--- src/rtl/lc3_control_pkg.sv ---
// Shared types for the LC-3 control sequencer: one-hot state encoding, opcodes,
// memory-state encodings and small decode helpers.
package lc3_control_pkg;

  typedef enum logic [7:0] {
    StFetch     = 8'b0000_0001,
    StDecode    = 8'b0000_0010,
    StExecute   = 8'b0000_0100,
    StWriteback = 8'b0000_1000,
    StMemInd    = 8'b0001_0000,
    StMemRd     = 8'b0010_0000,
    StMemWr     = 8'b0100_0000,
    StUpdatePc  = 8'b1000_0000
  } state_e;

  typedef enum logic [1:0] {
    MemRead     = 2'd0,
    MemIndirect = 2'd1,
    MemWrite    = 2'd2,
    MemIdle     = 2'd3
  } mem_state_e;

  localparam logic [3:0] OpBr  = 4'b0000;
  localparam logic [3:0] OpAdd = 4'b0001;
  localparam logic [3:0] OpLd  = 4'b0010;
  localparam logic [3:0] OpSt  = 4'b0011;
  localparam logic [3:0] OpAnd = 4'b0101;
  localparam logic [3:0] OpLdr = 4'b0110;
  localparam logic [3:0] OpStr = 4'b0111;
  localparam logic [3:0] OpNot = 4'b1001;
  localparam logic [3:0] OpLdi = 4'b1010;
  localparam logic [3:0] OpSti = 4'b1011;
  localparam logic [3:0] OpJmp = 4'b1100;
  localparam logic [3:0] OpLea = 4'b1110;

  // Unlisted opcodes retire through UPDATE_PC as a NOP.
  function automatic state_e exec_next_state(logic [3:0] op);
    state_e nxt;
    case (op)
      OpAdd, OpAnd, OpNot, OpLea: nxt = StWriteback;
      OpLd, OpLdr:                nxt = StMemRd;
      OpLdi, OpSti:               nxt = StMemInd;
      OpSt, OpStr:                nxt = StMemWr;
      default:                    nxt = StUpdatePc;
    endcase
    return nxt;
  endfunction

  function automatic mem_state_e mem_state_of(state_e s);
    mem_state_e ms;
    case (s)
      StMemRd:  ms = MemRead;
      StMemInd: ms = MemIndirect;
      StMemWr:  ms = MemWrite;
      default:  ms = MemIdle;
    endcase
    return ms;
  endfunction

endpackage

--- src/rtl/lc3_control_fsm_if.sv ---
// Handshake and control bundle between the LC-3 sequencer (master) and the
// pipeline/memory side (slave).
interface lc3_control_fsm_if;
  logic        complete_instr;
  logic        complete_data;
  logic [15:0] IR_Exec;
  logic [2:0]  psr;
  logic        enable_fetch;
  logic        enable_decode;
  logic        enable_execute;
  logic        enable_writeback;
  logic        enable_updatePC;
  logic [1:0]  mem_state;
  logic        br_taken;
  logic        mem_timeout;
  logic [15:0] instr_count;

  modport master (
    input  complete_instr, complete_data, IR_Exec, psr,
    output enable_fetch, enable_decode, enable_execute, enable_writeback, enable_updatePC,
    output mem_state, br_taken, mem_timeout, instr_count
  );

  modport slave (
    output complete_instr, complete_data, IR_Exec, psr,
    input  enable_fetch, enable_decode, enable_execute, enable_writeback, enable_updatePC,
    input  mem_state, br_taken, mem_timeout, instr_count
  );
endinterface

--- src/rtl/lc3_wait_timer.sv ---
// Wait-state counter: cleared on state entry, counts while enabled, flags the
// cycle on which the configured limit is reached.
module lc3_wait_timer #(
  parameter int unsigned Width = 4
) (
  input  logic             clk_i,
  input  logic             rst_i,
  input  logic             clear_i,
  input  logic             count_en_i,
  input  logic [Width-1:0] limit_i,
  output logic             expired_o
);

  logic [Width-1:0] count_q;

  always_ff @(posedge clk_i) begin
    if (rst_i || clear_i) begin
      count_q <= '0;
    end else if (count_en_i) begin
      count_q <= count_q + Width'(1);
    end
  end

  // Counter starts at 0 on the first waiting cycle, so limit-1 marks the last allowed cycle.
  assign expired_o = count_en_i && (count_q == limit_i - Width'(1));

endmodule

--- src/rtl/lc3_control_fsm.sv ---
// LC-3 multicycle control sequencer: one-hot Moore FSM driving stage enables and
// memory handshakes, with wait-state abort and a retired-instruction counter.
module lc3_control_fsm
  import lc3_control_pkg::*;
#(
  parameter int unsigned MEM_WAIT_MAX   = 15,
  parameter int unsigned INSTR_WAIT_MAX = 15
) (
  input logic               clock,
  input logic               reset,
  lc3_control_fsm_if.master bus
);

  localparam int unsigned WaitMax = (MEM_WAIT_MAX > INSTR_WAIT_MAX) ? MEM_WAIT_MAX
                                                                    : INSTR_WAIT_MAX;
  localparam int unsigned CntW = ($clog2(WaitMax + 1) > 4) ? $clog2(WaitMax + 1) : 4;
  localparam logic [CntW-1:0] MemLimit   = CntW'(MEM_WAIT_MAX);
  localparam logic [CntW-1:0] InstrLimit = CntW'(INSTR_WAIT_MAX);

  state_e          state_q, state_d;
  mem_state_e      mem_state_q;
  logic            br_q, br_d;
  logic            timeout_q;
  logic [15:0]     instr_count_q;
  logic [3:0]      op_q;
  logic            wait_active, handshake, expired, timeout, state_change;
  logic [CntW-1:0] limit;
  logic            unused_ir_bits;

  assign wait_active  = state_q inside {StFetch, StMemInd, StMemRd, StMemWr};
  assign limit        = (state_q == StFetch) ? InstrLimit : MemLimit;
  assign handshake    = (state_q == StFetch) ? bus.complete_instr : bus.complete_data;
  assign timeout      = wait_active & expired & ~handshake;
  assign state_change = (state_d != state_q);

  lc3_wait_timer #(
    .Width (CntW)
  ) u_wait_timer (
    .clk_i      (clock),
    .rst_i      (reset),
    .clear_i    (state_change),
    .count_en_i (wait_active),
    .limit_i    (limit),
    .expired_o  (expired)
  );

  always_comb begin
    state_d = state_q;
    unique case (state_q)
      StFetch: begin
        if (bus.complete_instr) state_d = StDecode;
        else if (timeout)       state_d = StUpdatePc;
      end
      StDecode:    state_d = StExecute;
      StExecute:   state_d = exec_next_state(bus.IR_Exec[15:12]);
      StWriteback: state_d = StUpdatePc;
      StMemInd: begin
        if (bus.complete_data) state_d = (op_q == OpSti) ? StMemWr : StMemRd;
        else if (timeout)      state_d = StUpdatePc;
      end
      StMemRd: begin
        if (bus.complete_data) state_d = StWriteback;
        else if (timeout)      state_d = StUpdatePc;
      end
      StMemWr: begin
        if (bus.complete_data || timeout) state_d = StUpdatePc;
      end
      StUpdatePc:  state_d = StFetch;
      default:     state_d = StFetch;
    endcase
  end

  always_comb begin
    br_d = br_q;
    if (state_q == StExecute) begin
      case (bus.IR_Exec[15:12])
        OpBr:    br_d = |(bus.IR_Exec[11:9] & bus.psr);
        OpJmp:   br_d = 1'b1;
        default: br_d = 1'b0;
      endcase
    end
    // An aborted instruction must never redirect the PC.
    if (timeout) br_d = 1'b0;
  end

  always_ff @(posedge clock) begin
    if (reset) begin
      state_q       <= StFetch;
      mem_state_q   <= MemIdle;
      br_q          <= 1'b0;
      timeout_q     <= 1'b0;
      instr_count_q <= 16'h0000;
      op_q          <= 4'h0;
    end else begin
      state_q     <= state_d;
      mem_state_q <= mem_state_of(state_d);
      br_q        <= br_d;
      if (state_q == StExecute)  op_q <= bus.IR_Exec[15:12];
      if (timeout)               timeout_q <= 1'b1;
      if (state_q == StUpdatePc) instr_count_q <= instr_count_q + 16'd1;
    end
  end

  assign bus.enable_fetch     = ~reset & (state_q == StFetch);
  assign bus.enable_decode    = ~reset & (state_q == StDecode);
  assign bus.enable_execute   = ~reset & (state_q == StExecute);
  assign bus.enable_writeback = ~reset & (state_q == StWriteback);
  assign bus.enable_updatePC  = ~reset & (state_q == StUpdatePc);
  assign bus.mem_state        = reset ? MemIdle : mem_state_q;
  assign bus.br_taken         = br_q;
  assign bus.mem_timeout      = timeout_q;
  assign bus.instr_count      = instr_count_q;

  assign unused_ir_bits = ^bus.IR_Exec[8:0];

endmodule

--- src/flat_wrapper.sv ---
// flat-port wrapper written by rule: the top's interface ports become plain ports
module lc3_control_fsm_flat import lc3_control_pkg::*;
#(
  parameter int unsigned MEM_WAIT_MAX   = 15,
  parameter int unsigned INSTR_WAIT_MAX = 15
)
  (clock, reset, bus_complete_instr, bus_complete_data, bus_IR_Exec, bus_psr, bus_enable_fetch, bus_enable_decode, bus_enable_execute, bus_enable_writeback, bus_enable_updatePC, bus_mem_state, bus_br_taken, bus_mem_timeout, bus_instr_count);
  lc3_control_fsm_if bus_i ();
  input logic clock;
  input logic reset;
  input wire logic [$bits(bus_i.complete_instr)-1:0] bus_complete_instr;
  input wire logic [$bits(bus_i.complete_data)-1:0] bus_complete_data;
  input wire logic [$bits(bus_i.IR_Exec)-1:0] bus_IR_Exec;
  input wire logic [$bits(bus_i.psr)-1:0] bus_psr;
  output wire logic [$bits(bus_i.enable_fetch)-1:0] bus_enable_fetch;
  output wire logic [$bits(bus_i.enable_decode)-1:0] bus_enable_decode;
  output wire logic [$bits(bus_i.enable_execute)-1:0] bus_enable_execute;
  output wire logic [$bits(bus_i.enable_writeback)-1:0] bus_enable_writeback;
  output wire logic [$bits(bus_i.enable_updatePC)-1:0] bus_enable_updatePC;
  output wire logic [$bits(bus_i.mem_state)-1:0] bus_mem_state;
  output wire logic [$bits(bus_i.br_taken)-1:0] bus_br_taken;
  output wire logic [$bits(bus_i.mem_timeout)-1:0] bus_mem_timeout;
  output wire logic [$bits(bus_i.instr_count)-1:0] bus_instr_count;
  assign bus_i.complete_instr = bus_complete_instr;
  assign bus_i.complete_data = bus_complete_data;
  assign bus_i.IR_Exec = bus_IR_Exec;
  assign bus_i.psr = bus_psr;
  assign bus_enable_fetch = bus_i.enable_fetch;
  assign bus_enable_decode = bus_i.enable_decode;
  assign bus_enable_execute = bus_i.enable_execute;
  assign bus_enable_writeback = bus_i.enable_writeback;
  assign bus_enable_updatePC = bus_i.enable_updatePC;
  assign bus_mem_state = bus_i.mem_state;
  assign bus_br_taken = bus_i.br_taken;
  assign bus_mem_timeout = bus_i.mem_timeout;
  assign bus_instr_count = bus_i.instr_count;
  lc3_control_fsm #(.MEM_WAIT_MAX(MEM_WAIT_MAX), .INSTR_WAIT_MAX(INSTR_WAIT_MAX)) u_core (.clock(clock), .reset(reset), .bus(bus_i));
endmodule
--- config.mk ---
export PLATFORM = sky130hd
export DESIGN_NAME = lc3_control_fsm_flat
export DESIGN_NICKNAME = d
export VERILOG_FILES = /design/src/rtl/lc3_control_pkg.sv /design/src/rtl/lc3_control_fsm_if.sv /design/src/rtl/lc3_wait_timer.sv /design/src/rtl/lc3_control_fsm.sv /design/src/flat_wrapper.sv
export SDC_FILE = /design/constraint.sdc
export NUM_CORES = 1
export LEC_CHECK = 0
export BUFFER_PORTS_ARGS = -buffer_cell sky130_fd_sc_hd__clkbuf_2
export CORE_MARGIN = 2
export CORE_UTILIZATION = 57
export DETAILED_ROUTE_END_ITERATION = 8
export GPL_TIMING_DRIVEN = 0
export PLACE_DENSITY = 0.84
export SYNTH_ARGS = -nofsm -noshare
export SYNTH_HDL_FRONTEND = slang
export SYNTH_HIERARCHICAL = 1
export SYNTH_SLANG_ARGS = --single-unit
--- constraint.sdc ---
create_clock -name clock -period 7.35 [get_ports clock]
set_input_delay 1.47 -clock clock [delete_from_list [all_inputs] [get_ports clock]]
set_output_delay 1.47 -clock clock [all_outputs]
set_load 0.03 [all_outputs]
**Word level (Yosys, flattened, before mapping)**

Memory sizes are Yosys's and may differ from the RTL's.
Index checks and enable logic that the tools add are counted.

- Flip-flop bits (word level): 36
- Word-level logic and storage cells: 53
- Bits of input ports: 23
- ROM bits: 80
- Memories: 1

- Muxes and demuxes: 11
- $add $sub $neg: 2
- Reductions and logical operators: 7
- Equal/unequal tests: 15
- Bitwise operators: 10

Memories:

| memory | depth | width | read ports | clocked after memory_dff | write ports | RTL line | RTL |
|---|---|---|---|---|---|---|---|
| (no name shown) | 16 | 5 | 1 | 0 | 0 | lc3_control_pkg.sv:39 | `case (op)` |

Operator list:

| kind | number |
|---|---|
| $pmux W8 S7 | 1 |
| $mux W8 | 5 |
| $add A16 B1 Y16 const B | 1 |
| $eq A8 B5 Y1 const B | 2 |
| $eq A8 B6 Y1 const B | 2 |
| $eq A8 B7 Y1 const B | 2 |
| $eq A4 B4 Y1 const B | 3 |
| $eq A8 B1 Y1 const B | 1 |
| $eq A8 B2 Y1 const B | 1 |
| $eq A8 B3 Y1 const B | 1 |
| $eq A8 B4 Y1 const B | 1 |
| $eq A8 B8 Y1 const B | 1 |
| $ne A8 B8 Y1 | 1 |
| $and A1 B1 Y1 | 7 |
| $mux W7 | 1 |
| $pmux W2 S3 | 1 |
| $add A4 B1 Y4 const B | 1 |
| $logic_not A4 Y1 | 1 |
| $reduce_bool A4 Y1 | 1 |
| $and A3 B3 Y3 | 1 |
| $reduce_or A3 Y1 | 1 |
| $logic_or A1 B1 Y1 | 2 |
| $mux W2 | 1 |
| $not A1 Y1 | 2 |
| 4 further kinds | 4 |

**Longest topological paths before layout**

- Depth after elaboration: 10
- Gate-level depth with buffers: 11
- Depth with buffers taken out: 10

**Modules after synthesis**

The synthesis kept the hierarchy.

By module, submodules not included:

| module | area an instance (um^2) | sequential area each (um^2) | times used | cells an instance |
|---|---|---|---|---|
| lc3_control_fsm | 1742.9 | 640.6 | 1 | 210 |
| lc3_wait_timer | 262.8 | 80.1 | 1 | 26 |

**Least setup slack after synthesis**

OpenSTA, ideal clock, no wires.

- Path kind: input to output
- Start: input reset
- End: output bus_enable_decode
- Buffers on the path: 2
- Path slack: 3346 ps
- Arrival time: 2534 ps
- Data required time: 5880 ps
- Stages: 3
- Path through: clkbuf_1 clkbuf_1 nor3_1

- Word-level cells in the longest chain between the ends: 2

RTL lines:

| item | RTL line | RTL |
|---|---|---|
| from (decl) | flat_wrapper.sv:10 | `input logic reset;` |
| $not A1 Y1 | lc3_control_fsm.sv:105 | `assign bus.enable_decode = ~reset & (state_q == StDecode);` |
| $and A1 B1 Y1 | lc3_control_fsm.sv:105 |  |
| to (decl) | flat_wrapper.sv:16 | `output wire logic [$bits(bus_i.enable_decode)-1:0] bus_enable_decode;` |

No other way between the ends.

**Worst setup path in the final report**

- Start: input reset
- End: output bus_enable_writeback

- Word-level cells in the longest chain between the ends: 2

RTL lines:

| item | RTL line | RTL |
|---|---|---|
| $not A1 Y1 | lc3_control_fsm.sv:107 | `assign bus.enable_writeback = ~reset & (state_q == StWriteback);` |
| $and A1 B1 Y1 | lc3_control_fsm.sv:107 |  |
| to (decl) | flat_wrapper.sv:18 | `output wire logic [$bits(bus_i.enable_writeback)-1:0] bus_enable_writeback;` |

No other way between the ends.

==> summary.md <==
| Metric | Value |
|---|---|
| Final non-filler cell total | `335` |
| ANT cells | `0` |
| Routed via count | `1,852` |
| Synth top cells by count | `36 x dfxtp_1, 30 x nor2_1, 17 x nand2_1, 16 x nor3_1, 15 x xnor2_1` |
| Final instance area | `0.002356 mm^2` |
| FF-to-FF setup slack | `4.03 ns` |
| Iter 0 DRT Violations | `133` |
| Final setup violation count | `0` |
| Initial antenna violation count | `0` |
| Root Driver | `clkbuf_4` |
| Hpwl dp | `3.355 mm` |
| Unrepaired setup endpoints after global routing | `false` |
| CTS tree | `yes` |
| Final worst setup slack | `3.134 ns` |
| I/O pin cnt | `48` |
| Status | `completed` |
| Cell area after synthesis | `0.002006 mm^2` |
| Core box area | `0.003363 mm^2` |
| Post-CTS Setup Bufs | `0` |
| Global-route wire length before repair | `7.900 mm` |
| Number of flops mapped to enable cells by yosys | `0` |
| # port buffers | `38` |
| Core Util, Final | `70.05%` |
| Worst Skew | `0.008065 ns` |
| Crit path time final | `4.216 ns` |
| Seq/Total Area, Yosys | `35.93%` |
| Worst r2r path cells | `11` |
| Clock transition at path regs | `0.11 ns` |
| Post-CTS resize count | `0` |
| WS Path Type | `primary input to output pin` |
| Slew Limit Fails | `0` |
| CP Launch Type | `primary input` |
| Gate Count Post-Synth | `236` |
| Static Leak | `0.9707 nW` |
| Reg-to-Reg Start | `u_core/state_q[2]$_SDFF_PP0_` |
| Count leader, synth | `dfxtp_1` |
| Share of layout cells above drive strength 1 | `22.84%` |
| Hold-fix buffers, CTS | `0` |
| Yosys Warn Count | `6` |
| VDD IR max | `0.1067 mV` |
| Dpl ws | `3.119 ns` |
| Period Utilization, post-route | `57.37%` |
| DRC Markers | `0` |
| Starting Density | `59.64%` |
| Via density per instance | `5.528` |
| Area growth from synthesis to final layout | `17.47%` |
| Rel. slew slack | `64.11%` |
| Power Density | `166.5 mW/mm^2` |
| Maxcap violations | `0` |
| CTS max path bufs | `2` |
| Async SR Flop Fraction | `0%` |
| Dpl cell area | `0.002280 mm^2` |
| Cell Rows | `21` |
| Placed cell count | `327` |
| Hold Path Origin | `u_core/bus.br_taken$_SDFFE_PP0P_` |
| Hold endpoint | `u_core/bus.br_taken$_SDFFE_PP0P_` |
| Die X | `63.32 um` |
| GRT overflow | `0` |
| Critical Path AT | `2.75 ns` |
| Max FO, Critical Path | `10` |
| Total chip power | `392.3 uW` |
| WL final | `4.517 mm` |
| ANT nets after route | `0` |
| Layout net count | `314` |
| Synth Flop Type | `dfxtp_1` |
| Maximum clock frequency | `237.2 MHz` |
| H-tree Lvls | `2` |
| Syn_area_per_cell | `8.499 um^2` |
| Post-synth cell types | `52` |
| Synth top area share | `35.93%` |
| Worst hold stages | `2` |
| Clock Latency Late Sink | `0.35 ns` |
| CP required | `5.88 ns` |
| Avg WL per Cell | `13.48 um` |
| RR Endpoint | `u_core/mem_state_q[1]$_SDFF_PP1_` |
| DRT Pass-1 Iters | `4` |
| Measured slew at the worst slew-check pin | `0.5383 ns` |
| GPL Wtd Cong | `0.9146` |
| Clock sinks | `36` |
| Gr usage total | `24.72%` |
| Synth area leader | `dfxtp_1` |
| Cts bufs inserted | `5` |
| Hold Path Class | `flop to flop` |
| Final Hold Vio Count | `0` |
| Overall die area | `0.004009 mm^2` |
| Vias in the first global route | `1,737` |
| CP Capture Type | `output pin` |
| Pin count of the biggest net entering global routing | `12` |
| Worst hold margin | `0.4808 ns` |
| Synth top area cells | `dfxtp_1 36%, xnor2_1 6.6%, nor2_1 5.6%` |
| Yosys reg bits | `36` |
| Setup TNS | `0 ns` |
| Die H | `63.32 um` |
## how the worst max path moves through the flow
| stage | startpoint | endpoint | slack [ns] | depth (start not counted) |
|---|---|---|---|---|
| after floorplan | reset | bus_enable_decode | 3.35 | 3 |
| after global placement | reset | bus_enable_writeback | 3.12 | 5 |
| after detailed placement | reset | bus_enable_writeback | 3.12 | 5 |
| after CTS | reset | bus_enable_writeback | 3.12 | 5 |
| after global routing | reset | bus_enable_writeback | 2.99 | 5 |
| final | reset | bus_enable_writeback | 3.13 | 5 |
## state kept, by name, summed over array words and instances, names as in the netlist
register / flops
u_core/bus.instr_count: 16
u_core/state_q: 8
u_core/bus.br_taken: 1
u_core/mem_state_q: 2
u_core/bus.mem_timeout: 1
u_core/u_wait_timer/count_q: 4
u_core/op_q: 4
## layout make-up
cell class,instances,area [um^2]
multi-input cells,185,1216
fillers,302,1007
flip-flops and latches,36,720.7
repair buffers,38,190.2
well taps,46,57.56
plain buffers,10,50.05
inverters,12,45.04
clock buffers,6,41.29
clock inverters,2,35.03
## kinds of logic (layout without fill, tap and decap cells)
kind of cell	Yosys count	in the layout	share of synthesized area (%)
simple gates	108	108	29.63
compound gates	39	39	15.16
flops	36	36	35.93
xor+xnor	22	22	9.982
buf+inv	22	68	4.741
mux	5	5	2.495
fa+ha+maj	3	3	1.872
other cells	1	8	0.1870
## power by group
part / internal, mW / switching, mW / total, mW
logic: 0.0201 / 0.0325 / 0.0527
registers: 0.198 / 0.00401 / 0.202
clock network: 0.0712 / 0.0663 / 0.138
## routing by layer
layer | track usage [%] | part of all wire, %
met4 | 10.05 | 1.6
met5 | 0 | 0
met3 | 6.786 | 5.9
met2 | 39.61 | 48
met1 | 31.32 | 45
## layout by cell type, fill, tap and decap left out, drive strengths merged, types with 3 or more instances in the layout
cell and n:
o31ai 3, ha 3, clkbuf 49, xor2 6
mux2i 5, nand3 8, o211ai 3, nor3 17
nand2 17, conb 8, nand4 7, buf 5
a21oi 9, o21ai 9, nor2 30, or3 4
inv 12, nor4 6, dfxtp 36, xnor2 16
nor2b 3
## critical path, cell delays in order
cell	delay [ns]
clkbuf_2	0.13
clkbuf_1	0.32
clkbuf_1	0.47
nor3_1	0.14
clkbuf_2	0.21
(Power assumes the default switching activity.)
